File: src/rtl/periph_bus_master.sv
// Peripheral bus initiator: buffers read/write commands in a FIFO, issues one
// single-cycle enable pulse per command and returns one response per command.
package periph_bus_master_pkg;
  localparam int unsigned ADDR_W = 32;
  localparam int unsigned DATA_W = 32;

  typedef struct packed {
    logic              write;
    logic [ADDR_W-1:0] addr;
    logic [DATA_W-1:0] data;
  } cmd_t;
endpackage

module periph_bus_master
  import periph_bus_master_pkg::*;
#(
  parameter int unsigned DEPTH      = 4,
  parameter int unsigned RD_LATENCY = 1
) (
  input  logic              i_Clk,
  input  logic              i_Rst,
  input  logic              i_CmdValid,
  output logic              o_CmdReady,
  input  logic              i_CmdWrite,
  input  logic [ADDR_W-1:0] i_CmdAddr,
  input  logic [DATA_W-1:0] i_CmdData,
  output logic              o_RspValid,
  input  logic              i_RspReady,
  output logic              o_RspWrite,
  output logic [DATA_W-1:0] o_RspData,
  output logic              o_RspErr,
  output logic              o_WEnable,
  output logic [ADDR_W-1:0] o_WAddr,
  output logic [DATA_W-1:0] o_WData,
  output logic              o_REnable,
  output logic [ADDR_W-1:0] o_RAddr,
  input  logic [DATA_W-1:0] i_RData,
  input  logic              i_Err
);
  localparam int unsigned PTR_W = $clog2(DEPTH);
  localparam int unsigned CNT_W = PTR_W + 1;
  localparam int unsigned LAT_W = $clog2(RD_LATENCY + 1);

  typedef enum logic [1:0] {S_IDLE, S_ISSUE, S_WAIT, S_RESP} state_t;

  state_t            state_q, state_d;
  cmd_t              mem_q [DEPTH];
  cmd_t              mem_d [DEPTH];
  cmd_t              head;
  logic [PTR_W-1:0]  wr_ptr_q, wr_ptr_d, rd_ptr_q, rd_ptr_d;
  logic [CNT_W-1:0]  count_q, count_d;
  logic              cmd_ready_q, cmd_ready_d;
  logic              push, pop;
  logic              cur_write_q, cur_write_d;
  logic [LAT_W-1:0]  lat_cnt_q, lat_cnt_d;
  logic              err_acc_q, err_acc_d;
  logic              wen_q, wen_d, ren_q, ren_d;
  logic [ADDR_W-1:0] waddr_q, waddr_d, raddr_q, raddr_d;
  logic [DATA_W-1:0] wdata_q, wdata_d;
  logic              rsp_valid_q, rsp_valid_d, rsp_write_q, rsp_write_d;
  logic              rsp_err_q, rsp_err_d;
  logic [DATA_W-1:0] rsp_data_q, rsp_data_d;

  // Command FIFO; ready is registered from the next-cycle fill level.
  always_comb begin
    push = i_CmdValid && cmd_ready_q;
    pop  = (state_q == S_IDLE) && (count_q != '0);
    head = mem_q[rd_ptr_q];
    mem_d = mem_q;
    if (push) begin
      mem_d[wr_ptr_q] = '{write: i_CmdWrite, addr: i_CmdAddr, data: i_CmdData};
    end
    wr_ptr_d    = push ? wr_ptr_q + PTR_W'(1) : wr_ptr_q;
    rd_ptr_d    = pop  ? rd_ptr_q + PTR_W'(1) : rd_ptr_q;
    count_d     = count_q + CNT_W'(push) - CNT_W'(pop);
    cmd_ready_d = (count_d != CNT_W'(DEPTH));
  end

  // Transaction FSM: pulse, wait out the slave latency, hold the response.
  always_comb begin
    state_d     = state_q;
    cur_write_d = cur_write_q;
    lat_cnt_d   = lat_cnt_q;
    err_acc_d   = err_acc_q;
    wen_d       = 1'b0;
    ren_d       = 1'b0;
    waddr_d     = waddr_q;
    wdata_d     = wdata_q;
    raddr_d     = raddr_q;
    rsp_valid_d = rsp_valid_q;
    rsp_write_d = rsp_write_q;
    rsp_data_d  = rsp_data_q;
    rsp_err_d   = rsp_err_q;
    case (state_q)
      S_IDLE: begin
        if (pop) begin
          state_d     = S_ISSUE;
          cur_write_d = head.write;
          err_acc_d   = 1'b0;
          if (head.write) begin
            wen_d   = 1'b1;
            waddr_d = head.addr;
            wdata_d = head.data;
          end else begin
            ren_d   = 1'b1;
            raddr_d = head.addr;
          end
        end
      end
      S_ISSUE: begin
        err_acc_d = err_acc_q | i_Err;
        lat_cnt_d = LAT_W'(RD_LATENCY);
        state_d   = S_WAIT;
      end
      S_WAIT: begin
        err_acc_d = err_acc_q | i_Err;
        if (lat_cnt_q == LAT_W'(1)) begin
          state_d     = S_RESP;
          rsp_valid_d = 1'b1;
          rsp_write_d = cur_write_q;
          rsp_data_d  = cur_write_q ? '0 : i_RData;
          rsp_err_d   = err_acc_q | i_Err;
        end else begin
          lat_cnt_d = lat_cnt_q - LAT_W'(1);
        end
      end
      S_RESP: begin
        if (i_RspReady) begin
          state_d     = S_IDLE;
          rsp_valid_d = 1'b0;
        end
      end
      default: state_d = S_IDLE;
    endcase
  end

  always_ff @(posedge i_Clk or negedge i_Rst) begin
    if (!i_Rst) begin
      state_q     <= S_IDLE;
      mem_q       <= '{default: '0};
      wr_ptr_q    <= '0;
      rd_ptr_q    <= '0;
      count_q     <= '0;
      cmd_ready_q <= 1'b0;
      cur_write_q <= 1'b0;
      lat_cnt_q   <= '0;
      err_acc_q   <= 1'b0;
      wen_q       <= 1'b0;
      ren_q       <= 1'b0;
      waddr_q     <= '0;
      wdata_q     <= '0;
      raddr_q     <= '0;
      rsp_valid_q <= 1'b0;
      rsp_write_q <= 1'b0;
      rsp_data_q  <= '0;
      rsp_err_q   <= 1'b0;
    end else begin
      state_q     <= state_d;
      mem_q       <= mem_d;
      wr_ptr_q    <= wr_ptr_d;
      rd_ptr_q    <= rd_ptr_d;
      count_q     <= count_d;
      cmd_ready_q <= cmd_ready_d;
      cur_write_q <= cur_write_d;
      lat_cnt_q   <= lat_cnt_d;
      err_acc_q   <= err_acc_d;
      wen_q       <= wen_d;
      ren_q       <= ren_d;
      waddr_q     <= waddr_d;
      wdata_q     <= wdata_d;
      raddr_q     <= raddr_d;
      rsp_valid_q <= rsp_valid_d;
      rsp_write_q <= rsp_write_d;
      rsp_data_q  <= rsp_data_d;
      rsp_err_q   <= rsp_err_d;
    end
  end

  assign o_CmdReady = cmd_ready_q;
  assign o_RspValid = rsp_valid_q;
  assign o_RspWrite = rsp_write_q;
  assign o_RspData  = rsp_data_q;
  assign o_RspErr   = rsp_err_q;
  assign o_WEnable  = wen_q;
  assign o_WAddr    = waddr_q;
  assign o_WData    = wdata_q;
  assign o_REnable  = ren_q;
  assign o_RAddr    = raddr_q;

endmodule

File: config.mk
export PLATFORM = sky130hd
export DESIGN_NAME = periph_bus_master
export DESIGN_NICKNAME = d
export VERILOG_FILES = /design/src/rtl/periph_bus_master.sv
export SDC_FILE = /design/constraint.sdc
export NUM_CORES = 1
export LEC_CHECK = 0
export CAP_MARGIN = 5
export CORE_ASPECT_RATIO = 2
export CORE_MARGIN = 2
export CORE_UTILIZATION = 55
export CTS_BUF_LIST = sky130_fd_sc_hd__clkbuf_2 sky130_fd_sc_hd__clkbuf_4 sky130_fd_sc_hd__clkbuf_8
export DETAILED_ROUTE_END_ITERATION = 8
export GPL_TIMING_DRIVEN = 0
export PLACE_DENSITY = 0.8
export SYNTH_ARGS = -nofsm -noshare
export SYNTH_HDL_FRONTEND = slang
export SYNTH_SLANG_ARGS = --single-unit
File: constraint.sdc
create_clock -name i_Clk -period 6.45 [get_ports i_Clk]
set_input_delay 0.9675 -clock i_Clk [delete_from_list [all_inputs] [get_ports i_Clk]]
set_output_delay 0.9675 -clock i_Clk [all_outputs]
set_load 0.03 [all_outputs]
* After elaboration in Yosys (flattened, before gate mapping)
Index checks and enable logic that the tools add are counted.
** Cells by class
- Muxes and demuxes :: 24
- Reductions and logical operators :: 16
- Bitwise operators :: 4
- Equality and inequality tests :: 7
- Add/subtract/negate cells :: 5
- $lt $le $gt $ge :: 3
** Operators by type and width (number)
- bitwise mux 260 bit :: 1
- two-way mux 65 bit :: 3
- binary-select mux 65 bit (select 2 bit) :: 1
- demux 65 bit (select 2 bit) :: 1
- two-way mux 32 bit :: 1
- AND reduction 3 bit :: 4
- two-way mux 1 bit :: 10
- case mux 2 bit (4 select lines) :: 1
- >= comparator 3 bit, second input constant :: 2
- two-way mux 2 bit :: 3
- inequality test 2 bit, second input constant :: 3
- inverter 2 -> 3 bit :: 2
- case mux 1 bit (2 select lines) :: 3
- AND reduction 2 bit :: 3
- nonzero test 2 bit :: 3
- adder 2 x 1 -> 2 bit, second input constant :: 2
- equality test 2 bit, second input constant :: 2
- adder 3 x 1 -> 3 bit :: 1
- logical AND 1 bit :: 3
- < comparator 3 x 1 -> 1 bit, second input constant :: 1
- inequality test 3 bit, second input constant :: 1
- nonzero test 3 bit :: 1
- subtractor 3 x 1 -> 3 bit :: 1
- equality test 2 x 1 -> 1 bit, second input constant :: 1
- 5 further kinds :: 5
** Word-level totals
- Bits in registers :: 406

* Depth between registers and ports, before layout
- Depth in word-level cells :: 7
- Mapped depth :: 10

* Worst setup path after synthesis
OpenSTA, ideal clock, no wires.
- Kind :: input port to flip-flop
- Start point :: input port i_CmdValid
- End point :: register cmd_ready_q, in the netlist o_CmdReady
- Slack :: 4159 ps
- Data arrival time :: 2166 ps
- Buffers on the path :: 0
- Stages on the path :: 7
- Path through :: nand2_1 ha_1 inv_1 ha_1 fa_1 xnor2_1 nand2_1
** On the way
- Word-level cells in the longest chain between the ends :: 4
** RTL lines
- start, declared :: RTL line 22 : input logic i_CmdValid,
- logical AND 1 bit :: RTL line 66 : push = i_CmdValid && cmd_ready_q;
- adder 3 x 1 -> 3 bit :: RTL line 75 : count_d = count_q + CNT_W'(push) - CNT_W'(pop);
- subtractor 3 x 1 -> 3 bit :: RTL line 75
- net count_d[2] :: RTL line 51 : logic [CNT_W-1:0] count_q, count_d;
- inequality test 3 bit :: RTL line 76 : cmd_ready_d = (count_d != CNT_W'(DEPTH));
- net cmd_ready_d :: RTL line 52 : logic cmd_ready_q, cmd_ready_d;
- end signal, assigned :: RTL line 163 : cmd_ready_q <= cmd_ready_d;
- end, declared :: RTL line 52
The timed path passes the listed nets, and every way through them passes these cells.
A chain may end at the register's enable or synchronous reset.

* Worst setup path after layout
- Start point :: register cmd_ready_q, in the netlist o_CmdReady
- End point :: output port o_CmdReady
** RTL lines
- end, declared :: RTL line 23 : output logic o_CmdReady,
No word-level cell between the ends.

==> reports/metrics.csv <==
stage,metric,value,unit
layout,multi_input_area,6340,um2
sta,grt_setup_unrepaired,false,
sta,post-route-period-util,42.9,%
yosys,synth_largest_area_cell,dfrtp_1,
routing,detail_route.first_pass.iterations,4,
routing,wl_per_cell,20.7,um
global_route,grt_pass1_vias,10600,
die,start_util,56.0,%
sta,layout_min_cycle_time,2.76,ns
sta,final_critical_path_setup_slack,3.69,ns
cts,clock_latency,0.61,ns
layout,seq_area,10200,um2
placed_design,numPortBuffers,235,
global_route,grt_use_total,23.2,%
worst_setup_path,worst-endpoint-arrival,1.80,ns
yosys,post_synth.cell_area_avg,16.2,um2
yosys,yosysSeqAreaShare,60.2,%
global_route,largest_net_degree_at_the_start_of_global_routing,130,
layout,area.growth.synth_to_final,23.8,%
cts,cts_tree,yes,
yosys,syn-num-nets,1155,
routing,drtAntennaViolNets,0,
power,p_comb_share,45.2,%
layout,layout.cells.most_common,dfrtp_1,
sta,final_hold_viol_count,0,
sta,finClkSkew,0.0204,ns
yosys,syn-cell-area,16900,um2
die,die_width,128,um
sta,timing.fmax,362,MHz
sta,final_max_slew_viol_count,0,
placed_design,gpl.final_weighted_congestion,0.775,
die,floorplan.die_area,32200,um2
cts,post_cts_hold_buffer_count,0,
worst_setup_path,worst_path_max_delay_cell,clkdlybuf4s50_1,
power,p_int,7.73,mW
sta,setup_viol_count_final,0,
worst_setup_path,crit_buf_inv,1,
cts,cts-root-buf,clkbuf_8,
yosys,post-synth-top-area-fraction,60.2,%
power,power_density,564,nW/um2
worst_setup_path,slowest_delay,0.72,ns
yosys,yosys_warnings,0,
min_path,min-delay-path-class,in2async,
placed_design,dpl_worst_slack,3.24,ns
yosys,synth-seq-cells,406,
run,maxCapViolations,0,
layout,layout.cells.most_common_list,"dfrtp_1 (406), mux2_2 (321), clkdlybuf4s50_1 (234), mux4_2 (65), clkbuf_8 (65)",
worst_setup_path,critPathLaunchType,flop,
global_route,grt_first_pass_wirelength,58000,um
routing,via_count,9759,
cts,htree_levels,2,
power,total_leakage_power,8.97,nW
cts,cts_repair_resize_count,0,
yosys,synth.area.top_cells,"dfrtp_1 (60%), mux2_2 (21%), mux4_2 (8.7%), mux2_1 (2.5%), nand2b_1 (1.2%)",
sta,timing_worst_slew_pin_value,0.780,ns
global_route,antenna_found_initial,3,
cts,tritoncts.num_buffers,55,
yosys,number_of_flops_mapped_to_enable_cells_by_yosys,0,
yosys,postSynth.topFlopCell,dfrtp_1,
die,placementRows,90,
worst_setup_path,worstPathRequired,5.48,ns
yosys,async_reset_ff_share,100,%
layout,num-fill-cells,2145,
worst_setup_path,critPathCaptureType,output port,
routing,dr.first_iter.drc_count,405,
layout,design.final.nets,1450,
power,clkPwrFrac,16.7,%
cts,max-clock-path-buffers,3,
die,boundaryPins,236,
yosys,syn_inst,1043,
power,sw_frac_of_total,34.4,%
power,p_switching,4.06,mW
global_route,gr-total-overflow,0,
sta,maxSlewHeadroom,48.0,%
cts,clkTransAtPathRegs,0.06,ns
power,total_power,11.8,mW
worst_setup_path,path_class,reg2out,
routing,route.detailed.vias_per_inst,5.59,
layout,drive_gt1_share,38.4,%
cts,post_cts_buffers,0,
power,power_frac_seq,38.1,%
die,die_h,252,um
power,ir_worst_vdd,0.345,mV
worst_setup_path,critical_path_peak_fanout,6,
outcome,outcome,"finished, final reports clean",
routing,drcViolationCount,0,
worst_setup_path,crit_path_cell_trace,clkdlybuf4s50_1,
routing,wirelength,36200,um
placed_design,dpl_wire_length,25400,um
worst_setup_path,crit_family,buffers and inverters,
die,core_region_area,30200,um2
cts,sink_count,406,
yosys,synthDistinctLibCells,30,
## state kept, by name, summed over array words and instances, names as in the netlist, 2 cells and up
register	flops
count_q	3
mem_q	260
o_RAddr	32
o_RspData	32
o_WAddr	32
o_WData	32
rd_ptr_q	2
state_q	2
wr_ptr_q	2
## final timing paths
check	start	to	slack, ns	cells after the start
setup / recovery	o_CmdReady	o_CmdReady	3.69	1
hold / removal	i_Rst	o_WData[11]	0.27	1
setup reg to reg	count_q[1]	o_CmdReady	3.95	8
hold reg to reg	o_RspData[10]	o_RspData[10]	0.48	2
max in group asynchronous	i_Rst	mem_q[109]	4.61	3
min in group i_Clk	o_RspData[10]	o_RspData[10]	0.48	2
## area by class of cell
class | instances | share of cell area (%)
diodes | 3 | 0.0359
plain buffers | 63 | 1.67
clock buffers | 90 | 5.18
clock inverters | 5 | 0.120
inverters | 10 | 0.180
multi-input cells | 564 | 30.3
flip-flops and latches | 406 | 48.6
well taps | 368 | 2.20
repair buffers | 238 | 11.7
## kinds of logic after synthesis
kind of cell,count (synthesis),synth area share [%]
and+or+nand+nor,84,2.48
adders and majority gates,10,0.785
buffers and inverters,73,2.29
muxes,425,32.7
AOI/OAI and AO/OA,40,1.36
xor gates and xnor gates,5,0.259
DFF,406,60.2
## per-stage QoR
step / setup TNS, ns / utilization [%] / hold slack (ns) / std cells / instance area (um2)
5_1_grt: 0 / 69.3 / 0.273 / 1747 / 20900
2_1_floorplan: 0 / - / 0.474 / 1043 / 16900
3_5_place_dp: 0 / 65.6 / 0.470 / 1649 / 19800
3_3_place_gp: -5158.21 / 65.3 / 0.463 / 1646 / 19700
4_1_cts: 0 / 69.2 / 0.237 / 1744 / 20900
6_report: 0 / 69.3 / 0.269 / 1747 / 20900
## synthesized netlist by cell type, types with 2 or more instances
cell and instances:
a21oi_1 2, buf_2 27, buf_4 3, buf_6 9, clkbuf_1 23, dfrtp_1 406
ha_1 9, inv_1 10, mux2_1 38, mux2_2 321, mux4_2 65, nand2_1 40
nand2b_1 33, nand3_1 4, nor2_1 2, o21ai_0 34, xnor2_1 4
## power by group through the flow
stage	Combinational (mW)	Clock (mW)	Sequential [mW]
floorplan	2.93	0	5.15
global placement	5.26	0	4.48
detailed placement	5.39	0	4.54
CTS	5.41	2.02	4.50
global route	5.69	2.12	4.64
finish	5.33	1.96	4.50
## per-layer routing
metal	vias up	wire [um]	GRT usage [%]
met5	-	0	0
li1	4353	-	-
met2	219	20300	43.3
met1	5119	13400	26.4
met4	0	1020	8.38
met3	68	1440	3.86
(Power assumes the default switching activity.)
